### config.mk
export PLATFORM = sky130hd
export DESIGN_NAME = execute_stage_flat
export DESIGN_NICKNAME = d
export VERILOG_FILES = /design/src/rtl/arm_pkg.sv /design/src/rtl/execute_stage_if.sv /design/src/rtl/condcheck.sv /design/src/rtl/execute_stage.sv /design/src/flat_wrapper.sv
export SDC_FILE = /design/constraint.sdc
export NUM_CORES = 1
export LEC_CHECK = 0
export CORE_UTILIZATION = 45
export CTS_BUF_LIST = sky130_fd_sc_hd__clkbuf_2
export CTS_CLUSTER_DIAMETER = 30
export DETAILED_ROUTE_END_ITERATION = 10
export PLACE_DENSITY = 0.91
export SYNTH_ARGS = -nofsm -noshare
export SYNTH_HDL_FRONTEND = slang
export SYNTH_SLANG_ARGS = --single-unit
### constraint.sdc
create_clock -name clk -period 11.3 [get_ports clk]
set_input_delay 2.26 -clock clk [delete_from_list [all_inputs] [get_ports clk]]
set_output_delay 2.26 -clock clk [all_outputs]
set_load 0.01 [all_outputs]
### src/rtl/arm_pkg.sv
`default_nettype none
// ============================================================================
//  Module      : arm_pkg
//  Description : Shared types for the ARM pipeline execute stage: ALU
//                operation encoding, condition-field codes and forwarding
//                mux selects.
//  Revision    : 1.0 - initial release
// ============================================================================
package arm_pkg;

    typedef enum logic [1:0] {
        ALU_ADD = 2'b00,
        ALU_SUB = 2'b01,
        ALU_AND = 2'b10,
        ALU_ORR = 2'b11
    } alu_op_t;

    typedef logic [3:0] cond_t;

    localparam cond_t C_COND_EQ = 4'b0000;
    localparam cond_t C_COND_NE = 4'b0001;
    localparam cond_t C_COND_CS = 4'b0010;
    localparam cond_t C_COND_CC = 4'b0011;
    localparam cond_t C_COND_MI = 4'b0100;
    localparam cond_t C_COND_PL = 4'b0101;
    localparam cond_t C_COND_VS = 4'b0110;
    localparam cond_t C_COND_VC = 4'b0111;
    localparam cond_t C_COND_HI = 4'b1000;
    localparam cond_t C_COND_LS = 4'b1001;
    localparam cond_t C_COND_GE = 4'b1010;
    localparam cond_t C_COND_LT = 4'b1011;
    localparam cond_t C_COND_GT = 4'b1100;
    localparam cond_t C_COND_LE = 4'b1101;
    localparam cond_t C_COND_AL = 4'b1110;
    localparam cond_t C_COND_NV = 4'b1111;

    // Encoding 2'b11 is not named: it falls back to the register operand.
    typedef enum logic [1:0] {
        FWD_REG = 2'b00,
        FWD_WB  = 2'b01,
        FWD_MEM = 2'b10
    } fwd_sel_t;

endpackage : arm_pkg
`default_nettype wire

### src/rtl/execute_stage_if.sv
`default_nettype none
// ============================================================================
//  Module      : execute_stage_if
//  Description : Bundle of the execute-stage hazard controls, E-stage
//                operands/controls and the EX/MEM register outputs.
//                master : drives the E-stage side, observes M outputs.
//                slave  : the execute stage itself.
//  Revision    : 1.0 - initial release
// ============================================================================
interface execute_stage_if #(
    parameter int WIDTH = 32
);
    // hazard unit
    logic             stallE;
    logic             flushE;
    // operands
    logic [WIDTH-1:0] RD1E;
    logic [WIDTH-1:0] RD2E;
    logic [WIDTH-1:0] ExtImmE;
    logic [WIDTH-1:0] ResultW;
    logic [WIDTH-1:0] ALUResultMfwd;
    // decoded controls
    logic [1:0]       ForwardAE;
    logic [1:0]       ForwardBE;
    logic             ALUSrcE;
    logic [1:0]       ALUControlE;
    logic [3:0]       CondE;
    logic [1:0]       FlagWriteE;
    logic             RegWriteE;
    logic             MemWriteE;
    logic             MemToRegE;
    logic             PCSrcE;
    logic             PlusOneE;
    logic [3:0]       WA3E;
    // EX/MEM register and status
    logic [WIDTH-1:0] ALUResultM;
    logic [WIDTH-1:0] WriteDataM;
    logic [3:0]       WA3M;
    logic             RegWriteM;
    logic             MemWriteM;
    logic             MemToRegM;
    logic             PCSrcM;
    logic             PlusOneM;
    logic             BranchTakenE;
    logic [3:0]       FlagsQ;

    modport master (
        output stallE, flushE, RD1E, RD2E, ExtImmE, ResultW, ALUResultMfwd,
               ForwardAE, ForwardBE, ALUSrcE, ALUControlE, CondE, FlagWriteE,
               RegWriteE, MemWriteE, MemToRegE, PCSrcE, PlusOneE, WA3E,
        input  ALUResultM, WriteDataM, WA3M, RegWriteM, MemWriteM, MemToRegM,
               PCSrcM, PlusOneM, BranchTakenE, FlagsQ
    );

    modport slave (
        input  stallE, flushE, RD1E, RD2E, ExtImmE, ResultW, ALUResultMfwd,
               ForwardAE, ForwardBE, ALUSrcE, ALUControlE, CondE, FlagWriteE,
               RegWriteE, MemWriteE, MemToRegE, PCSrcE, PlusOneE, WA3E,
        output ALUResultM, WriteDataM, WA3M, RegWriteM, MemWriteM, MemToRegM,
               PCSrcM, PlusOneM, BranchTakenE, FlagsQ
    );

endinterface : execute_stage_if
`default_nettype wire

### src/rtl/condcheck.sv
`default_nettype none
// ============================================================================
//  Module      : condcheck
//  Description : ARM condition-field evaluation against the NZCV register.
//                Purely combinational.
//                CondE   [3:0] in  : condition field
//                FlagsQ  [3:0] in  : {N,Z,C,V}
//                CondExE       out : 1 = instruction executes
//  Revision    : 1.0 - initial release
// ============================================================================
module condcheck
    import arm_pkg::*;
(
    input  logic [3:0] CondE,
    input  logic [3:0] FlagsQ,
    output logic       CondExE
);

    logic w_n, w_z, w_c, w_v, w_ge;

    assign w_n  = FlagsQ[3];
    assign w_z  = FlagsQ[2];
    assign w_c  = FlagsQ[1];
    assign w_v  = FlagsQ[0];
    assign w_ge = (w_n == w_v);

    always_comb begin
        CondExE = 1'b0;
        case (CondE)
            C_COND_EQ: CondExE = w_z;
            C_COND_NE: CondExE = ~w_z;
            C_COND_CS: CondExE = w_c;
            C_COND_CC: CondExE = ~w_c;
            C_COND_MI: CondExE = w_n;
            C_COND_PL: CondExE = ~w_n;
            C_COND_VS: CondExE = w_v;
            C_COND_VC: CondExE = ~w_v;
            C_COND_HI: CondExE = w_c & ~w_z;
            C_COND_LS: CondExE = ~w_c | w_z;
            C_COND_GE: CondExE = w_ge;
            C_COND_LT: CondExE = ~w_ge;
            C_COND_GT: CondExE = ~w_z & w_ge;
            C_COND_LE: CondExE = w_z | ~w_ge;
            C_COND_AL: CondExE = 1'b1;
            default:   CondExE = 1'b0;  // NV never executes
        endcase
    end

endmodule : condcheck
`default_nettype wire

### src/rtl/execute_stage.sv
`default_nettype none
// ============================================================================
//  Module      : execute_stage
//  Description : Execute stage of the pipelined ARM core. Operand forwarding,
//                ALU, condition evaluation, side-effect gating, NZCV flags
//                register and the EX/MEM pipeline register.
//                clk, reset : clock, synchronous active-high reset
//                bus        : execute_stage_if.slave (hazard controls,
//                             E-stage inputs, M-stage outputs, FlagsQ,
//                             BranchTakenE)
//                WIDTH must be at least 2.
//  Revision    : 1.0 - initial release
// ============================================================================
module execute_stage
    import arm_pkg::*;
#(
    parameter int WIDTH = 32
) (
    input  logic                clk,
    input  logic                reset,
    execute_stage_if.slave      bus
);

    logic [WIDTH-1:0] w_srca;
    logic [WIDTH-1:0] w_fwdb;
    logic [WIDTH-1:0] w_srcb;
    logic [WIDTH-1:0] w_bop;
    logic [WIDTH:0]   w_sum;
    logic [WIDTH-1:0] w_result;
    logic             w_is_sub;
    logic             w_is_arith;
    logic             w_n, w_z, w_c, w_v;
    logic             w_condex;
    logic [3:0]       w_flags_next;

    logic [3:0]       r_flags;
    logic [WIDTH-1:0] r_aluresult;
    logic [WIDTH-1:0] r_writedata;
    logic [3:0]       r_wa3;
    logic             r_regwrite;
    logic             r_memwrite;
    logic             r_memtoreg;
    logic             r_pcsrc;
    logic             r_plusone;

    // ------------------------------------------------------------------
    // Operand forwarding
    // ------------------------------------------------------------------
    always_comb begin
        case (fwd_sel_t'(bus.ForwardAE))
            FWD_WB:  w_srca = bus.ResultW;
            FWD_MEM: w_srca = bus.ALUResultMfwd;
            default: w_srca = bus.RD1E;
        endcase
    end

    always_comb begin
        case (fwd_sel_t'(bus.ForwardBE))
            FWD_WB:  w_fwdb = bus.ResultW;
            FWD_MEM: w_fwdb = bus.ALUResultMfwd;
            default: w_fwdb = bus.RD2E;
        endcase
    end

    assign w_srcb = bus.ALUSrcE ? bus.ExtImmE : w_fwdb;

    // ------------------------------------------------------------------
    // ALU: SUB is SrcA + ~SrcB + 1, so the carry-out reads as "no borrow".
    // ------------------------------------------------------------------
    assign w_is_sub   = (alu_op_t'(bus.ALUControlE) == ALU_SUB);
    assign w_is_arith = ~bus.ALUControlE[1];
    assign w_bop      = w_is_sub ? ~w_srcb : w_srcb;
    assign w_sum      = {1'b0, w_srca} + {1'b0, w_bop} + {{WIDTH{1'b0}}, w_is_sub};

    always_comb begin
        case (alu_op_t'(bus.ALUControlE))
            ALU_AND: w_result = w_srca & w_srcb;
            ALU_ORR: w_result = w_srca | w_srcb;
            default: w_result = w_sum[WIDTH-1:0];
        endcase
    end

    assign w_n = w_result[WIDTH-1];
    assign w_z = (w_result == '0);
    assign w_c = w_is_arith & w_sum[WIDTH];
    // Overflow: operands (B already inverted for SUB) agree in sign but the
    // result does not.
    assign w_v = w_is_arith & (w_srca[WIDTH-1] == w_bop[WIDTH-1])
                            & (w_result[WIDTH-1] != w_srca[WIDTH-1]);

    // ------------------------------------------------------------------
    // Condition check uses the flags as they stand before this
    // instruction's own update.
    // ------------------------------------------------------------------
    condcheck u_condcheck (
        .CondE   (bus.CondE),
        .FlagsQ  (r_flags),
        .CondExE (w_condex)
    );

    always_comb begin
        w_flags_next = r_flags;
        if (bus.FlagWriteE[1] && w_condex) begin
            w_flags_next[3:2] = {w_n, w_z};
        end
        if (bus.FlagWriteE[0] && w_condex) begin
            w_flags_next[1:0] = {w_c, w_v};
        end
    end

    // ------------------------------------------------------------------
    // Flags register: cleared by reset, frozen by flush or stall.
    // ------------------------------------------------------------------
    always_ff @(posedge clk) begin
        if (reset) begin
            r_flags <= 4'b0000;
        end else if (!bus.flushE && !bus.stallE) begin
            r_flags <= w_flags_next;
        end
    end

    // ------------------------------------------------------------------
    // EX/MEM register: flush inserts a bubble even while stalled.
    // ------------------------------------------------------------------
    always_ff @(posedge clk) begin
        if (reset || bus.flushE) begin
            r_aluresult <= '0;
            r_writedata <= '0;
            r_wa3       <= 4'd0;
            r_regwrite  <= 1'b0;
            r_memwrite  <= 1'b0;
            r_memtoreg  <= 1'b0;
            r_pcsrc     <= 1'b0;
            r_plusone   <= 1'b0;
        end else if (!bus.stallE) begin
            r_aluresult <= w_result;
            r_writedata <= w_fwdb;
            r_wa3       <= bus.WA3E;
            r_regwrite  <= bus.RegWriteE & w_condex;
            r_memwrite  <= bus.MemWriteE & w_condex;
            r_memtoreg  <= bus.MemToRegE;
            r_pcsrc     <= bus.PCSrcE    & w_condex;
            r_plusone   <= bus.PlusOneE  & w_condex;
        end
    end

    assign bus.ALUResultM   = r_aluresult;
    assign bus.WriteDataM   = r_writedata;
    assign bus.WA3M         = r_wa3;
    assign bus.RegWriteM    = r_regwrite;
    assign bus.MemWriteM    = r_memwrite;
    assign bus.MemToRegM    = r_memtoreg;
    assign bus.PCSrcM       = r_pcsrc;
    assign bus.PlusOneM     = r_plusone;
    assign bus.FlagsQ       = r_flags;
    assign bus.BranchTakenE = bus.PCSrcE & w_condex & ~bus.flushE;

endmodule : execute_stage
`default_nettype wire

### src/flat_wrapper.sv
// flat-port wrapper written by rule: the top's interface ports become plain ports
module execute_stage_flat import arm_pkg::*;
#(
    parameter int WIDTH = 32
)
  (clk, reset, bus_stallE, bus_flushE, bus_RD1E, bus_RD2E, bus_ExtImmE, bus_ResultW, bus_ALUResultMfwd, bus_ForwardAE, bus_ForwardBE, bus_ALUSrcE, bus_ALUControlE, bus_CondE, bus_FlagWriteE, bus_RegWriteE, bus_MemWriteE, bus_MemToRegE, bus_PCSrcE, bus_PlusOneE, bus_WA3E, bus_ALUResultM, bus_WriteDataM, bus_WA3M, bus_RegWriteM, bus_MemWriteM, bus_MemToRegM, bus_PCSrcM, bus_PlusOneM, bus_BranchTakenE, bus_FlagsQ);
  execute_stage_if #(.WIDTH(WIDTH)) bus_i ();
  input  logic clk;
  input  logic reset;
  input wire logic [$bits(bus_i.stallE)-1:0] bus_stallE;
  input wire logic [$bits(bus_i.flushE)-1:0] bus_flushE;
  input wire logic [$bits(bus_i.RD1E)-1:0] bus_RD1E;
  input wire logic [$bits(bus_i.RD2E)-1:0] bus_RD2E;
  input wire logic [$bits(bus_i.ExtImmE)-1:0] bus_ExtImmE;
  input wire logic [$bits(bus_i.ResultW)-1:0] bus_ResultW;
  input wire logic [$bits(bus_i.ALUResultMfwd)-1:0] bus_ALUResultMfwd;
  input wire logic [$bits(bus_i.ForwardAE)-1:0] bus_ForwardAE;
  input wire logic [$bits(bus_i.ForwardBE)-1:0] bus_ForwardBE;
  input wire logic [$bits(bus_i.ALUSrcE)-1:0] bus_ALUSrcE;
  input wire logic [$bits(bus_i.ALUControlE)-1:0] bus_ALUControlE;
  input wire logic [$bits(bus_i.CondE)-1:0] bus_CondE;
  input wire logic [$bits(bus_i.FlagWriteE)-1:0] bus_FlagWriteE;
  input wire logic [$bits(bus_i.RegWriteE)-1:0] bus_RegWriteE;
  input wire logic [$bits(bus_i.MemWriteE)-1:0] bus_MemWriteE;
  input wire logic [$bits(bus_i.MemToRegE)-1:0] bus_MemToRegE;
  input wire logic [$bits(bus_i.PCSrcE)-1:0] bus_PCSrcE;
  input wire logic [$bits(bus_i.PlusOneE)-1:0] bus_PlusOneE;
  input wire logic [$bits(bus_i.WA3E)-1:0] bus_WA3E;
  output wire logic [$bits(bus_i.ALUResultM)-1:0] bus_ALUResultM;
  output wire logic [$bits(bus_i.WriteDataM)-1:0] bus_WriteDataM;
  output wire logic [$bits(bus_i.WA3M)-1:0] bus_WA3M;
  output wire logic [$bits(bus_i.RegWriteM)-1:0] bus_RegWriteM;
  output wire logic [$bits(bus_i.MemWriteM)-1:0] bus_MemWriteM;
  output wire logic [$bits(bus_i.MemToRegM)-1:0] bus_MemToRegM;
  output wire logic [$bits(bus_i.PCSrcM)-1:0] bus_PCSrcM;
  output wire logic [$bits(bus_i.PlusOneM)-1:0] bus_PlusOneM;
  output wire logic [$bits(bus_i.BranchTakenE)-1:0] bus_BranchTakenE;
  output wire logic [$bits(bus_i.FlagsQ)-1:0] bus_FlagsQ;
  assign bus_i.stallE = bus_stallE;
  assign bus_i.flushE = bus_flushE;
  assign bus_i.RD1E = bus_RD1E;
  assign bus_i.RD2E = bus_RD2E;
  assign bus_i.ExtImmE = bus_ExtImmE;
  assign bus_i.ResultW = bus_ResultW;
  assign bus_i.ALUResultMfwd = bus_ALUResultMfwd;
  assign bus_i.ForwardAE = bus_ForwardAE;
  assign bus_i.ForwardBE = bus_ForwardBE;
  assign bus_i.ALUSrcE = bus_ALUSrcE;
  assign bus_i.ALUControlE = bus_ALUControlE;
  assign bus_i.CondE = bus_CondE;
  assign bus_i.FlagWriteE = bus_FlagWriteE;
  assign bus_i.RegWriteE = bus_RegWriteE;
  assign bus_i.MemWriteE = bus_MemWriteE;
  assign bus_i.MemToRegE = bus_MemToRegE;
  assign bus_i.PCSrcE = bus_PCSrcE;
  assign bus_i.PlusOneE = bus_PlusOneE;
  assign bus_i.WA3E = bus_WA3E;
  assign bus_ALUResultM = bus_i.ALUResultM;
  assign bus_WriteDataM = bus_i.WriteDataM;
  assign bus_WA3M = bus_i.WA3M;
  assign bus_RegWriteM = bus_i.RegWriteM;
  assign bus_MemWriteM = bus_i.MemWriteM;
  assign bus_MemToRegM = bus_i.MemToRegM;
  assign bus_PCSrcM = bus_i.PCSrcM;
  assign bus_PlusOneM = bus_i.PlusOneM;
  assign bus_BranchTakenE = bus_i.BranchTakenE;
  assign bus_FlagsQ = bus_i.FlagsQ;
  execute_stage #(.WIDTH(WIDTH)) u_core (.clk(clk), .reset(reset), .bus(bus_i));
endmodule
==> impl_metrics.env <==
export IMPL_status="completed"
export IMPL_rsz0062_at_grt="false"
export IMPL_synth_xor_xnor_area_share=0.06143
export IMPL_cts_htree_levels=3
export IMPL_ir_drop_mv=0.04808
export IMPL_grt_usage=0.3165
export IMPL_fin_crit_ns=7.238
export IMPL_avgViaCountPerCell=6.017
export IMPL_hold_class="register to register"
export IMPL_crit_path_end_kind="register"
export IMPL_synth_top_family_by_area="compound AO/OA/AOI/OAI gates"
export IMPL_synth_compound_area_frac=0.3266
export IMPL_ys_ff_latch=77
export IMPL_cp_common_cell="nand2_1"
export IMPL_num_vias=8905
export IMPL_cp_start_kind="input pin"
export IMPL_stdcell_count=1480
export IMPL_numCtsBuffers=9
export IMPL_stdcell_area_mm2=0.01018
export IMPL_yosysUniqueCellTypes=68
export IMPL_period_share=0.6405
export IMPL_netlist_instances=1056
export IMPL_routedWlPerCell_um=18.48
export IMPL_min_delay_path_depth=2
export IMPL_placed_area_mm2=0.01007
export IMPL_critPathKind="input pin to register"
export IMPL_nets=1480
export IMPL_drv_cap=0
export IMPL_async_flop_share=0
export IMPL_overflow=0
export IMPL_clk_latency_ns=0.65
export IMPL_worst_setup_hold_path_clk_slew_ns=0.27
export IMPL_path_cells="clkdlybuf4s50_1 > inv_1 > ha_1 > buf_4 > inv_1 > o21ai_0 > o21ai_0 > xnor2_1 > ha_1 > nand2_1 > nor4b_1 > a22oi_2 > o21bai_1 > o41a_1 > nand2_1 > or4_1 > nor4_1 > nand4_1 > or4_1 > nand2_1"
export IMPL_grt_pass1_wl_mm=41.68
export IMPL_path_buf_inv=4
export IMPL_cts_tree="yes"
export IMPL_final_util=0.6365
export IMPL_path_delay_family="simple AND/OR/NAND/NOR gates"
export IMPL_die_area_mm2=0.01699
export IMPL_die_y_um=130.4
export IMPL_synth_main_ff_cell="dfxtp_1"
export IMPL_synthesis_nets=1278
export IMPL_die_width_um=130.4
export IMPL_firstDrtPassIters=6
export IMPL_hpwl_mm=21.56
export IMPL_synth_area_mm2=0.007413
export IMPL_synthAdderAreaFrac=0.09958
export IMPL_fin_worst_skew_ns=0.04454
export IMPL_cts_hold_buf=0
export IMPL_clockBufferDepth=2
export IMPL_syn_to_final_growth_pct=37.37
export IMPL_cp_required_ns=11.90
export IMPL_grt_max_degree=65
export IMPL_root_buffer="clkbuf_2"
export IMPL_arrival_ns=7.83
export IMPL_post_cts_setup_buffers=0
export IMPL_setup_violations=0
export IMPL_synthMuxAreaShare=0.03477
export IMPL_final_layout_size_suffix_gt1_frac=0.03484
export IMPL_io_pins=264
export IMPL_dp_cells=1463
export IMPL_final_max_slew_viol_count=0
export IMPL_p_per_area_mw_per_mm2=105.4
export IMPL_regArea_mm2=0.001541
export IMPL_max_freq_ghz=0.1382
export IMPL_ys_warn_count=0
export IMPL_critPathMaxStageDelay_ns=0.52
export IMPL_cts_sinks=77
export IMPL_synth_top_area_frac=0.2079
export IMPL_fillers=1475
export IMPL_syn_area_per_cell_um2=7.020
export IMPL_core_mm2=0.01600
export IMPL_cp_depth=20
export IMPL_cts_resized=0
export IMPL_drtAntennaViolNets=0
export IMPL_synth_edf_count=0
export IMPL_initial_core_util=0.4633
export IMPL_grt_antenna_before_repair=2
export IMPL_ys_top_cells_by_area="dfxtp_1, o21ai_0, nand2_1"
export IMPL_rows=46
export IMPL_setup_tns_ns=0
export IMPL_grt_pass1_vias=7960
export IMPL_synthSimpleGateAreaFrac=0.2189
export IMPL_drt_iter0_markers=963
export IMPL_rr_worst_depth=11
export IMPL_max_slew_margin_rel=0.3380
export IMPL_port_buffer_count=263
export IMPL_leakage_nw=3.829
export IMPL_multi_input_area_mm2=0.005500
export IMPL_wl_mm=27.36
export IMPL_gp_congestion=1.000
export IMPL_seq_area_frac_synth=0.2079
export IMPL_remaining_drc_errors=0
export IMPL_slowest_stage="or4_1"
export IMPL_crit_fanout=42
export IMPL_final_hold_violation_count=0
export IMPL_synth_largest_area_cell="dfxtp_1"
export IMPL_worst_pin_slew_ns=0.9931
==> through the flow <==
stage          setup slack [ns]  total power (W)  hold slack, ns
6_report                  4.062         0.001074          0.4785
4_1_cts                   4.205         0.001062          0.4827
2_1_floorplan             4.822        0.0007020          0.4856
5_1_grt                   3.649         0.001143          0.5041
3_5_place_dp              3.521        0.0009067          0.4564
3_3_place_gp              3.669        0.0008988          0.4493
==> layout by cell type (no fill, tap or decap), types with 15 or more instances in the layout <==
cell type,netlist,final
a21o_1,15,15
a21oi_1,99,99
a221o_1,21,21
a22oi_1,33,33
clkdlybuf4s50_1,0,261
dfxtp_1,77,77
ha_1,35,34
inv_1,15,15
maj3_1,28,28
mux2i_1,22,22
nand2_1,137,137
nor2_1,121,121
nor3_1,26,26
o21ai_0,111,111
o31ai_1,17,17
xnor2_1,40,40
==> kinds of logic after synthesis <==
group | Yosys count
DFF | 77
buffers and inverters | 98
and+or+nand+nor | 363
adders and majority gates | 64
AOI/OAI and AO/OA | 377
xor gates and xnor gates | 52
muxes | 25
==> tightest hold or removal path: cells and delay by family (launching register included) <==
| family | cells | cell delay, ns |
|---|---|---|
| AOI/OAI and AO/OA | 1 | 0.05 |
| DFF | 1 | 0.36 |
| and+or+nand+nor | 1 | 0.06 |
==> worst paths after layout <==
check / endpoint / slack, ns / from
max: u_core.bus.FlagsQ[2]$_SDFFE_PP0P_ / 4.06 / bus_ForwardBE[0]
min: u_core.bus.ALUResultM[5]$_SDFFE_PP0N_ / 0.48 / u_core.bus.ALUResultM[5]$_SDFFE_PP0N_
max reg2reg: u_core.bus.FlagsQ[0]$_SDFFE_PP0P_ / 8.60 / u_core.bus.FlagsQ[3]$_SDFFE_PP0P_
min reg2reg: u_core.bus.ALUResultM[5]$_SDFFE_PP0N_ / 0.48 / u_core.bus.ALUResultM[5]$_SDFFE_PP0N_
==> state kept, by name (all words and copies together), names as in the netlist <==
name                   cells
u_core.bus.WA3M            4
u_core.bus.PlusOneM        1
u_core.bus.FlagsQ          4
u_core.bus.MemWriteM       1
u_core.bus.ALUResultM     32
u_core.bus.WriteDataM     32
u_core.bus.MemToRegM       1
u_core.bus.RegWriteM       1
u_core.bus.PCSrcM          1
==> cell type report <==
cell class,count,share of cell area
Sequential cell,77,0.1514
Multi-Input combinational cell,881,0.5401
Clock buffer,9,0.004423
Inverter,16,0.005898
Clock inverter,7,0.006266
Timing Repair Buffer,273,0.2651
Antenna cell,1,0.0002457
Tap cell,216,0.02654
==> synth_stat cells (all sizes together) (13+ instances only) <==
library cell / number
o31ai: 17
mux2i: 22
dfxtp: 77
a21oi: 99
o21ai: 115
clkbuf: 69
nor3: 27
inv: 16
nor2b: 13
ha: 35
a21o: 15
xnor2: 40
a221oi: 14
nor2: 121
nand2: 137
maj3: 28
a221o: 21
a22oi: 34
buf: 13
==> power by group <==
part / leakage, nW / switching [W] / internal (W)
registers: 0.626 / 0.00000737 / 0.000285
clock network: 0.0634 / 0.000122 / 0.0000344
logic: 3.14 / 0.000352 / 0.000272
==> routing by layer <==
layer	wire length (µm)	track usage	share of wire	vias up
met3	2914	0.05207	0.11	54
met1	11850	0.4433	0.43	4049
li1	-	-	-	4253
met4	808	0.1285	0.030	0
met2	11790	0.4803	0.43	549
met5	0	0	0	-
Power figures use the tool's default switching activity.
